--- src/rtl/tx_protocol_pkg.sv ---
// Shared definitions for the transmit protocol block.
// Holds the transmit state encoding, ALERT register bit positions,
// TRANSMIT register field positions and the SOP type codes.
package tx_protocol_pkg;

    typedef enum logic [2:0] {
        ST_IDLE,
        ST_WAIT_CC,
        ST_SEND,
        ST_WAIT_CRC,
        ST_REPORT_SUCCESS,
        ST_REPORT_FAILED,
        ST_REPORT_DISCARDED
    } tx_state_e;

    // ALERT register bits owned by the transmitter.
    localparam int ALERT_TX_FAILED_BIT    = 4;
    localparam int ALERT_TX_DISCARDED_BIT = 5;
    localparam int ALERT_TX_SUCCESS_BIT   = 6;
    localparam int ALERT_STICKY_LSB       = ALERT_TX_FAILED_BIT;

    // TRANSMIT register fields.
    localparam int TRANSMIT_SOP_LSB   = 0;
    localparam int TRANSMIT_SOP_MSB   = 2;
    localparam int TRANSMIT_RETRY_LSB = 4;
    localparam int TRANSMIT_RETRY_MSB = 5;

    typedef enum logic [2:0] {
        SOP_SOP         = 3'd0,
        SOP_SOP_P       = 3'd1,
        SOP_SOP_PP      = 3'd2,
        SOP_DBG_P       = 3'd3,
        SOP_DBG_PP      = 3'd4,
        SOP_HARD_RESET  = 3'd5,
        SOP_CABLE_RESET = 3'd6
    } sop_type_e;

    // Hard Reset and Cable Reset are never acknowledged with GoodCRC.
    function automatic logic sop_skips_crc(input logic [2:0] sop);
        return (sop == SOP_HARD_RESET) || (sop == SOP_CABLE_RESET);
    endfunction

endpackage

--- src/rtl/tx_protocol_if.sv ---
// Bus bundle between the transmit engine and its environment
// (register file, TX buffer, PHY, receive path).
//   master : transmit engine side (drives oALERT, oDIR_READ, oDATA_to_PHY,
//            oPHY_Valid, oTx_State_Machine_ACTIVE)
//   slave  : environment side (drives Start, iTRANSMIT, iTX_BYTE_COUNT,
//            iTX_BUF_DATA, iALERT, CC_IDLE, CC_Busy, PHY_Ready,
//            GoodCRC_Received, Rx_Message_Received)
interface tx_protocol_if;
    logic        Start;
    logic [7:0]  iTRANSMIT;
    logic [7:0]  iTX_BYTE_COUNT;
    logic [7:0]  iTX_BUF_DATA;
    logic [15:0] iALERT;
    logic        CC_IDLE;
    logic        CC_Busy;
    logic        PHY_Ready;
    logic        GoodCRC_Received;
    logic        Rx_Message_Received;
    logic [15:0] oALERT;
    logic [7:0]  oDIR_READ;
    logic [7:0]  oDATA_to_PHY;
    logic        oPHY_Valid;
    logic        oTx_State_Machine_ACTIVE;

    modport master (
        input  Start, iTRANSMIT, iTX_BYTE_COUNT, iTX_BUF_DATA, iALERT,
               CC_IDLE, CC_Busy, PHY_Ready, GoodCRC_Received, Rx_Message_Received,
        output oALERT, oDIR_READ, oDATA_to_PHY, oPHY_Valid, oTx_State_Machine_ACTIVE
    );

    modport slave (
        output Start, iTRANSMIT, iTX_BYTE_COUNT, iTX_BUF_DATA, iALERT,
               CC_IDLE, CC_Busy, PHY_Ready, GoodCRC_Received, Rx_Message_Received,
        input  oALERT, oDIR_READ, oDATA_to_PHY, oPHY_Valid, oTx_State_Machine_ACTIVE
    );
endinterface

--- src/rtl/tx_protocol_crc_receive_timer.sv ---
// GoodCRC wait timer.
//   CLK, reset : clock, async active-low reset
//   clear      : forces the count to zero (has priority)
//   enable     : advance the count by one per cycle
//   expired    : count has reached CRC_TIMEOUT-1 (saturates there)
module crc_receive_timer #(
    parameter int CRC_TIMEOUT = 24
) (
    input  logic CLK,
    input  logic reset,
    input  logic clear,
    input  logic enable,
    output logic expired
);
    localparam int CW = $clog2(CRC_TIMEOUT + 1);

    logic [CW-1:0] count_q, count_d;

    assign expired = (count_q == CW'(CRC_TIMEOUT - 1));

    always_comb begin
        count_d = count_q;
        if (clear)
            count_d = '0;
        else if (enable && !expired)
            count_d = count_q + CW'(1);
    end

    always_ff @(posedge CLK or negedge reset) begin
        if (!reset) count_q <= '0;
        else        count_q <= count_d;
    end
endmodule

--- src/rtl/tx_protocol_module.sv ---
// Transmit protocol engine: waits for a clear line, streams the TX buffer
// to the PHY byte by byte, waits for GoodCRC with retries, and reports the
// outcome through sticky ALERT bits 6 (success), 5 (discarded), 4 (failed).
//   CLK, reset : clock, async active-low reset
//   bus        : tx_protocol_if.master (register, buffer, PHY and receive
//                path signals)
module tx_protocol_module
    import tx_protocol_pkg::*;
#(
    parameter int CRC_TIMEOUT = 24,
    parameter int MAX_BYTES   = 30
) (
    input  logic          CLK,
    input  logic          reset,
    tx_protocol_if.master bus
);
    tx_state_e   state_q, state_d;
    logic [7:0]  dir_q, dir_d;
    logic [7:0]  count_q, count_d;
    logic [2:0]  sop_q, sop_d;
    logic [1:0]  retries_q, retries_d;
    logic [2:0]  sticky_q, sticky_d;   // ALERT[6:4]
    logic [15:0] alert_q, alert_d;

    logic timer_clear, timer_en, timer_expired;
    logic handshake, last_byte, bad_count;

    assign timer_en    = (state_q == ST_WAIT_CRC);
    assign timer_clear = !timer_en;

    crc_receive_timer #(.CRC_TIMEOUT(CRC_TIMEOUT)) u_crc_timer (
        .CLK     (CLK),
        .reset   (reset),
        .clear   (timer_clear),
        .enable  (timer_en),
        .expired (timer_expired)
    );

    assign handshake = (state_q == ST_SEND) && bus.PHY_Ready;
    assign last_byte = (dir_q == count_q - 8'd1);
    assign bad_count = (bus.iTX_BYTE_COUNT == 8'd0) || (int'(bus.iTX_BYTE_COUNT) > MAX_BYTES);

    always_comb begin
        state_d   = state_q;
        dir_d     = dir_q;
        count_d   = count_q;
        sop_d     = sop_q;
        retries_d = retries_q;
        sticky_d  = sticky_q;
        unique case (state_q)
            ST_IDLE: begin
                if (bus.Start) begin
                    sop_d     = bus.iTRANSMIT[TRANSMIT_SOP_MSB:TRANSMIT_SOP_LSB];
                    retries_d = bus.iTRANSMIT[TRANSMIT_RETRY_MSB:TRANSMIT_RETRY_LSB];
                    count_d   = bus.iTX_BYTE_COUNT;
                    sticky_d  = '0;
                    // An unusable length is rejected before touching the line.
                    state_d   = bad_count ? ST_REPORT_FAILED : ST_WAIT_CC;
                end
            end
            ST_WAIT_CC: begin
                // Every attempt, including retries, streams from address 0.
                dir_d = '0;
                if (bus.Rx_Message_Received)
                    state_d = ST_REPORT_DISCARDED;
                else if (bus.CC_IDLE && !bus.CC_Busy)
                    state_d = ST_SEND;
            end
            ST_SEND: begin
                if (handshake) begin
                    dir_d = dir_q + 8'd1;
                    if (last_byte)
                        state_d = sop_skips_crc(sop_q) ? ST_REPORT_SUCCESS : ST_WAIT_CRC;
                end
            end
            ST_WAIT_CRC: begin
                // GoodCRC wins over a simultaneous timeout.
                if (bus.GoodCRC_Received) begin
                    state_d = ST_REPORT_SUCCESS;
                end else if (timer_expired) begin
                    if (retries_q != 2'd0) begin
                        retries_d = retries_q - 2'd1;
                        state_d   = ST_WAIT_CC;
                    end else begin
                        state_d = ST_REPORT_FAILED;
                    end
                end
            end
            ST_REPORT_SUCCESS: begin
                sticky_d[ALERT_TX_SUCCESS_BIT - ALERT_STICKY_LSB] = 1'b1;
                state_d = ST_IDLE;
            end
            ST_REPORT_FAILED: begin
                sticky_d[ALERT_TX_FAILED_BIT - ALERT_STICKY_LSB] = 1'b1;
                state_d = ST_IDLE;
            end
            ST_REPORT_DISCARDED: begin
                sticky_d[ALERT_TX_DISCARDED_BIT - ALERT_STICKY_LSB] = 1'b1;
                state_d = ST_IDLE;
            end
            default: state_d = ST_IDLE;
        endcase
    end

    assign alert_d = bus.iALERT | (16'(sticky_d) << ALERT_STICKY_LSB);

    always_ff @(posedge CLK or negedge reset) begin
        if (!reset) begin
            state_q   <= ST_IDLE;
            dir_q     <= '0;
            count_q   <= '0;
            sop_q     <= '0;
            retries_q <= '0;
            sticky_q  <= '0;
            alert_q   <= '0;
        end else begin
            state_q   <= state_d;
            dir_q     <= dir_d;
            count_q   <= count_d;
            sop_q     <= sop_d;
            retries_q <= retries_d;
            sticky_q  <= sticky_d;
            alert_q   <= alert_d;
        end
    end

    // Outputs decode straight from the state register so an asserted reset
    // clears them in the same cycle.
    assign bus.oALERT                   = alert_q;
    assign bus.oDIR_READ                = dir_q;
    assign bus.oPHY_Valid               = (state_q == ST_SEND);
    assign bus.oDATA_to_PHY             = bus.oPHY_Valid ? bus.iTX_BUF_DATA : 8'd0;
    assign bus.oTx_State_Machine_ACTIVE = (state_q != ST_IDLE);
endmodule

--- src/flat_wrapper.sv ---
// flat-port wrapper written by rule: the top's interface ports become plain ports
module tx_protocol_module_flat import tx_protocol_pkg::*;
#(
    parameter int CRC_TIMEOUT = 24,
    parameter int MAX_BYTES   = 30
)
  (CLK, reset, bus_Start, bus_iTRANSMIT, bus_iTX_BYTE_COUNT, bus_iTX_BUF_DATA, bus_iALERT, bus_CC_IDLE, bus_CC_Busy, bus_PHY_Ready, bus_GoodCRC_Received, bus_Rx_Message_Received, bus_oALERT, bus_oDIR_READ, bus_oDATA_to_PHY, bus_oPHY_Valid, bus_oTx_State_Machine_ACTIVE);
  tx_protocol_if bus_i ();
  input  logic CLK;
  input  logic reset;
  input wire logic [$bits(bus_i.Start)-1:0] bus_Start;
  input wire logic [$bits(bus_i.iTRANSMIT)-1:0] bus_iTRANSMIT;
  input wire logic [$bits(bus_i.iTX_BYTE_COUNT)-1:0] bus_iTX_BYTE_COUNT;
  input wire logic [$bits(bus_i.iTX_BUF_DATA)-1:0] bus_iTX_BUF_DATA;
  input wire logic [$bits(bus_i.iALERT)-1:0] bus_iALERT;
  input wire logic [$bits(bus_i.CC_IDLE)-1:0] bus_CC_IDLE;
  input wire logic [$bits(bus_i.CC_Busy)-1:0] bus_CC_Busy;
  input wire logic [$bits(bus_i.PHY_Ready)-1:0] bus_PHY_Ready;
  input wire logic [$bits(bus_i.GoodCRC_Received)-1:0] bus_GoodCRC_Received;
  input wire logic [$bits(bus_i.Rx_Message_Received)-1:0] bus_Rx_Message_Received;
  output wire logic [$bits(bus_i.oALERT)-1:0] bus_oALERT;
  output wire logic [$bits(bus_i.oDIR_READ)-1:0] bus_oDIR_READ;
  output wire logic [$bits(bus_i.oDATA_to_PHY)-1:0] bus_oDATA_to_PHY;
  output wire logic [$bits(bus_i.oPHY_Valid)-1:0] bus_oPHY_Valid;
  output wire logic [$bits(bus_i.oTx_State_Machine_ACTIVE)-1:0] bus_oTx_State_Machine_ACTIVE;
  assign bus_i.Start = bus_Start;
  assign bus_i.iTRANSMIT = bus_iTRANSMIT;
  assign bus_i.iTX_BYTE_COUNT = bus_iTX_BYTE_COUNT;
  assign bus_i.iTX_BUF_DATA = bus_iTX_BUF_DATA;
  assign bus_i.iALERT = bus_iALERT;
  assign bus_i.CC_IDLE = bus_CC_IDLE;
  assign bus_i.CC_Busy = bus_CC_Busy;
  assign bus_i.PHY_Ready = bus_PHY_Ready;
  assign bus_i.GoodCRC_Received = bus_GoodCRC_Received;
  assign bus_i.Rx_Message_Received = bus_Rx_Message_Received;
  assign bus_oALERT = bus_i.oALERT;
  assign bus_oDIR_READ = bus_i.oDIR_READ;
  assign bus_oDATA_to_PHY = bus_i.oDATA_to_PHY;
  assign bus_oPHY_Valid = bus_i.oPHY_Valid;
  assign bus_oTx_State_Machine_ACTIVE = bus_i.oTx_State_Machine_ACTIVE;
  tx_protocol_module #(.CRC_TIMEOUT(CRC_TIMEOUT), .MAX_BYTES(MAX_BYTES)) u_core (.CLK(CLK), .reset(reset), .bus(bus_i));
endmodule
--- config.mk ---
export PLATFORM = sky130hd
export DESIGN_NAME = tx_protocol_module_flat
export DESIGN_NICKNAME = d
export VERILOG_FILES = /design/src/rtl/tx_protocol_pkg.sv /design/src/rtl/tx_protocol_if.sv /design/src/rtl/tx_protocol_crc_receive_timer.sv /design/src/rtl/tx_protocol_module.sv /design/src/flat_wrapper.sv
export SDC_FILE = /design/constraint.sdc
export NUM_CORES = 1
export LEC_CHECK = 0
export CORE_ASPECT_RATIO = 1.4
export CORE_UTILIZATION = 30
export CTS_BUF_LIST = sky130_fd_sc_hd__clkbuf_8
export DETAILED_ROUTE_END_ITERATION = 16
export PLACE_DENSITY_LB_ADDON = 0.05
export SLEW_MARGIN = 10
export SYNTH_ARGS = -nofsm -noshare
export SYNTH_HDL_FRONTEND = slang
export SYNTH_SLANG_ARGS = --single-unit
--- constraint.sdc ---
create_clock -name CLK -period 3.1 [get_ports CLK]
set_input_delay 0.62 -clock CLK [delete_from_list [all_inputs] [get_ports CLK]]
set_output_delay 0.62 -clock CLK [all_outputs]
set_load 0.01 [all_outputs]
; ---- Yosys cells after proc, flatten, opt, wreduce, memory -nomap -nowiden
; Index checks and enable logic that the tools add are counted.
[op_classes]
n_addsub = 4
multipliers = 0
div = 0
order_cmp = 1
eq_ne = 19
shift = 0
muxes = 25
bitwise = 1
reduce_logical = 17
[ops]
columns = cell, n
row1 = $mux 3, 11
row2 = $mux 8, 2
row3 = $or 16x7->16, 1
row4 = $pmux 8 s2, 1
row5 = $eq 3x3->1 const B, 5
row6 = $pmux 3 s4, 1
row7 = $mux 5, 2
row8 = $reduce_and 5->1, 2
row9 = $add 8x1->8 const B, 1
row10 = $eq 8x8->1, 1
row11 = $gt 8x5->1 const B, 1
row12 = $logic_not 8->1, 1
row13 = $mux 2, 4
row14 = $ne 2x2->1 const B, 4
row15 = $sub 8x1->8 const B, 1
row16 = $eq 3x2->1 const B, 2
row17 = $ne 2x1->1 const B, 3
row18 = $ne 3x2->1 const B, 2
row19 = $pmux 1 s2, 3
row20 = $reduce_bool 2->1, 3
row21 = $add 5x1->5 const B, 1
row22 = $eq 5x5->1 const B, 1
row23 = $pmux 2 s2, 1
row24 = $reduce_and 2->1, 2
row25 = 7 further kinds, 11
[word_totals]
register_bits = 48
latch_bits = 0
ram_bits = 0
mem_bits_ro = 0
inputBits = 48
out_inout_bits = 34
wordCells = 75
memories = 0

; ---- Depth between registers and ports, before layout
[depth]
depth_word = 6
ltp_mapped = 7
mapped_depth_nobuf = 7

; ---- Cells and area by module
; A second synthesis with hierarchy kept.
[unflattened]
cells_unflattened = 234
area_unflattened_um2 = 2352.3
[by_module_without_submodules]
columns = mod, n_inst, cells_per_inst, area_per_inst_um2, seq_area_each_um2
row1 = tx_protocol_module, 1, 207, 2095.8, 1076.0
row2 = crc_receive_timer, 1, 27, 256.5, 125.1

; ---- Worst setup path before layout
; No wires, ideal clock.
[synth_timing]
kind = register to register
startpoint = register u_core.count_q[2]
endpoint = register u_core.state_q[1]
setup_time_ps = 139
arrival_ps = 2087
required_ps = 2961
path_slack_ps = 874
stages_incl_launch_ff = 6
n_path_buf = 0
period_less_slack_ps = 2226
cell_sequence = dfrtp_1 or4_4 or4_1 a2111oi_2 o211ai_1 nor3b_1
[synth_between]
elab_chain_len = 4
[synth_lines]
columns = item, line_no
row1 = "start, declared", tx_protocol_module.sv:19  ; logic [7:0] count_q, count_d;
row2 = "start signal, assigned", tx_protocol_module.sv:119  ; count_q <= count_d;
row3 = $sub 8x1->8, tx_protocol_module.sv:40  ; assign last_byte = (dir_q == count_q - 8'd1);
row4 = $eq 8x8->1, tx_protocol_module.sv:40
row5 = $ne 2x2->1 (no line), -
row6 = $reduce_and 5->1 (no line), -
row7 = "end signal, assigned", tx_protocol_module.sv:117  ; state_q <= state_d;
row8 = "end, declared", tx_protocol_module.sv:17  ; tx_state_e state_q, state_d;
; Every way passes these cells.
; A chain may end at the register's enable or synchronous reset.

; ---- Worst setup path after layout
[layout_timing]
startpoint = register u_core.state_q[2]
endpoint = output port bus_oDATA_to_PHY[1]
[layout_between]
elab_chain_len = 2
[layout_lines]
columns = item, line_no
row1 = $eq 3x2->1, tx_protocol_module.sv:131  ; assign bus.oPHY_Valid = (state_q == ST_SEND);
row2 = $mux 8, tx_protocol_module.sv:132  ; assign bus.oDATA_to_PHY = bus.oPHY_Valid ? bus.iTX_BUF_DATA : 8'd0;
row3 = "end, declared", flat_wrapper.sv:23  ; output wire logic [$bits(bus_i.oDATA_to_PHY)-1:0] bus_oDATA_to_PHY;
; Every way passes these cells.

==> results.ini <==
[yosys]
ys_warn_count = 0
synth.most_common_cell = dfrtp_1
ys_seq_area_share_pct = 52.26
syn_area_per_cell_um2 = 11.00
syn-instance-count = 209
syn_nets = 261
synth-main-ff-cell = dfrtp_1
synth_cell_type_count = 48
ys_ff_latch = 48
synth_edf_count = 0
synth_area_leaders = dfrtp_1 52%, mux2_2 4.4%, xnor2_1 3.4%
synth_area_mm2 = 0.002298
async_flop_share_pct = 100.0
yosysTopAreaCell = dfrtp_1
yosys-top-cells-count = 48 x dfrtp_1, 17 x nor2_1, 11 x and3_1, 11 x nand2_1
synth_top_area_share_pct = 52.26

[cts]
ctsHoldBuffers = 0
clk_path_buf_depth = 2
cts_tree = yes
htreeDepth = 2
post_cts_resized = 0
clk_latency_ps = 300
clk_pin_slew_ps = 100
root_buffer = clkbuf_8
numCtsBuffers = 5
cts.sinks = 48
post-cts-setup-buffers = 0

[die]
dieArea_mm2 = 0.008020
core_mm2 = 0.007361
boundaryPins = 82
rows = 37
die_y_um = 105.6
start_util_pct = 31.23
die_w_um = 75.98

[global_routing]
grt_pass1_wl_mm = 9.045
grtUsageTotal_pct = 14.24
antenna_found_initial = 0
grt_overflow = 0
grt_pass1_vias = 1879
grt_max_degree = 33

[critical_path]
path_delay_family = buffers and inverters
endpoint_kind = primary output
worstPathMaxFanout = 12
critical_path_arrival_ps = 2020
crit_chain = nor2b_1 -> buf_4 -> and3_1 -> clkdlybuf4s50_1
crit_path_max_incr_delay_ps = 530
critical_path_class = reg2out
crit_slowest_cell = clkdlybuf4s50_1
crit_path_start_kind = flop
critPathBufInv = 2
crit_required_ps = 2480

[sta]
fmaxAchievable_mhz = 378.7
worstMarginPinSlew_ps = 548.3
period_share_pct = 85.19
report.final.slew_viol_count = 0
skew_ps = 13.40
setup_violations = 0
rsz0062_at_grt = false
fin_setup_tns_ps = 0
hold_violations = 0
slew-limit-headroom_pct = 62.50
fin_crit_ps = 2641

[outcome]
outcome = completed

[route]
vias = 1865
routedWlPerCell_um = 13.87
firstDrtPassIters = 4
detail_route.vias_per_cell = 4.770
first_iter_violations = 61
drc_errors = 0
antenna_left = 0
wl_mm = 5.425

[hold_path]
hp-class = in2async

[layout]
area_growth_pct = 45.13
diodes = 0
register_area_mm2 = 0.001201
num-fill-cells = 700
final_area_mm2 = 0.003336
fin_nets = 345
final_layout_size_suffix_gt1_share_pct = 10.88
multiInputGateArea_mm2 = 0.001050
fin_cells = 391

[placement]
placed_cells = 383
place_congestion = 0.7044
port_buffers = 78
placed_area_mm2 = 0.003219
dp_hpwl_mm = 4.230

[run]
drv_cap = 0

[pwr]
p_total_mw = 2.389
powerDensity_mw_per_mm2 = 716.1
peakVddDrop_mv = 0.3357
leakagePower_nw = 1.415

## path summary, 6_finish.rpt
kind / startpoint / to / slack (ps) / cells after the start
worst max register to register: u_core.count_q[2]$_DFFE_PN0P_ / u_core.state_q[1]$_DFFE_PN0P_ / 690 / 5
worst min register to register: u_core.sticky_q[2]$_DFF_PN0_ / u_core.sticky_q[2]$_DFF_PN0_ / 500 / 1
worst max-delay path: u_core.state_q[2]$_DFFE_PN0P_ / bus_oDATA_to_PHY[1] / 460 / 4
max in group asynchronous: reset / u_core.sticky_q[0]$_DFF_PN0_ / 2130 / 2
worst min-delay path: reset / u_core.bus.oDIR_READ[5]$_DFFE_PN0P_ / 230 / 1
min in group CLK: u_core.sticky_q[2]$_DFF_PN0_ / u_core.sticky_q[2]$_DFF_PN0_ / 500 / 1
## routing by layer
layer / global-route usage, % / vias to the layer above / part of all wire (%)
met4: 4.258 / 0 / 1.3
met1: 16.16 / 893 / 41
met2: 25.97 / 43 / 54
li1: - / 923 / -
met5: 0 / - / 0
met3: 3.723 / 6 / 4.2
## where the power goes
group	switching, mW	leakage, nW	internal [mW]
clock network	0.221	0.0583	0.243
registers	0.172	0.598	0.776
logic	0.462	0.759	0.514
## cell type report
| type | instances | share of cell area, % |
|---|---|---|
| multi-input combinational | 147 | 31.47 |
| timing repair buffer | 84 | 24.61 |
| tap | 97 | 3.638 |
| inverter | 7 | 0.7877 |
| clock buffer | 5 | 2.063 |
| sequential | 48 | 36.01 |
| clock inverter | 3 | 1.425 |
## placed cells by master (no fill, tap or decap), types with 3 or more instances in the layout
cell / count
nand3_1: 6
and3_1: 11
ha_1: 4
o2111ai_1: 3
dfrtp_1: 48
nand2_1: 11
buf_4: 6
nor3_1: 5
nand2b_1: 4
xor2_1: 8
xnor2_1: 9
nor2_1: 17
clkbuf_8: 5
or2_2: 3
mux2_2: 9
inv_1: 7
clkdlybuf4s50_1: 77
a211oi_1: 4
a21oi_1: 8
o21ai_0: 9
## sequential cells by signal (all words and copies together) (netlist names)
name,cells
u_core.bus.oALERT,16
u_core.retries_q,2
u_core.state_q,3
u_core.u_crc_timer.count_q,5
u_core.sticky_q,3
u_core.sop_q,3
u_core.count_q,8
u_core.bus.oDIR_READ,8
## stage by stage
stage	util [%]	hold slack (ps)	setup slack, ps
floorplan	-	324.4	874.2
global placement	43.74	490.4	705.1
detailed placement	43.74	479.9	691.4
CTS	45.32	232.8	470.8
global route	45.32	250.2	348.7
finish	45.32	231.0	459.1
## worst reg2reg max path, cell delays in order, from the launching register on
cell and delay (ps):
dfrtp_1 460, or4_4 580, or4_1 430, a2111oi_2 470
o211ai_1 160, nor3b_1 160
## kinds of logic (layout without fill, tap and decap cells)
logic type	count (synthesis)	in the layout	share of synthesized area, %
xor+xnor	18	18	7.458
flops	48	48	52.26
buf+inv	14	99	2.287
compound gates	40	40	13.12
mux	11	11	5.281
simple gates	74	74	17.42
fa+ha+maj	4	4	2.178
(Power assumes the default switching activity.)
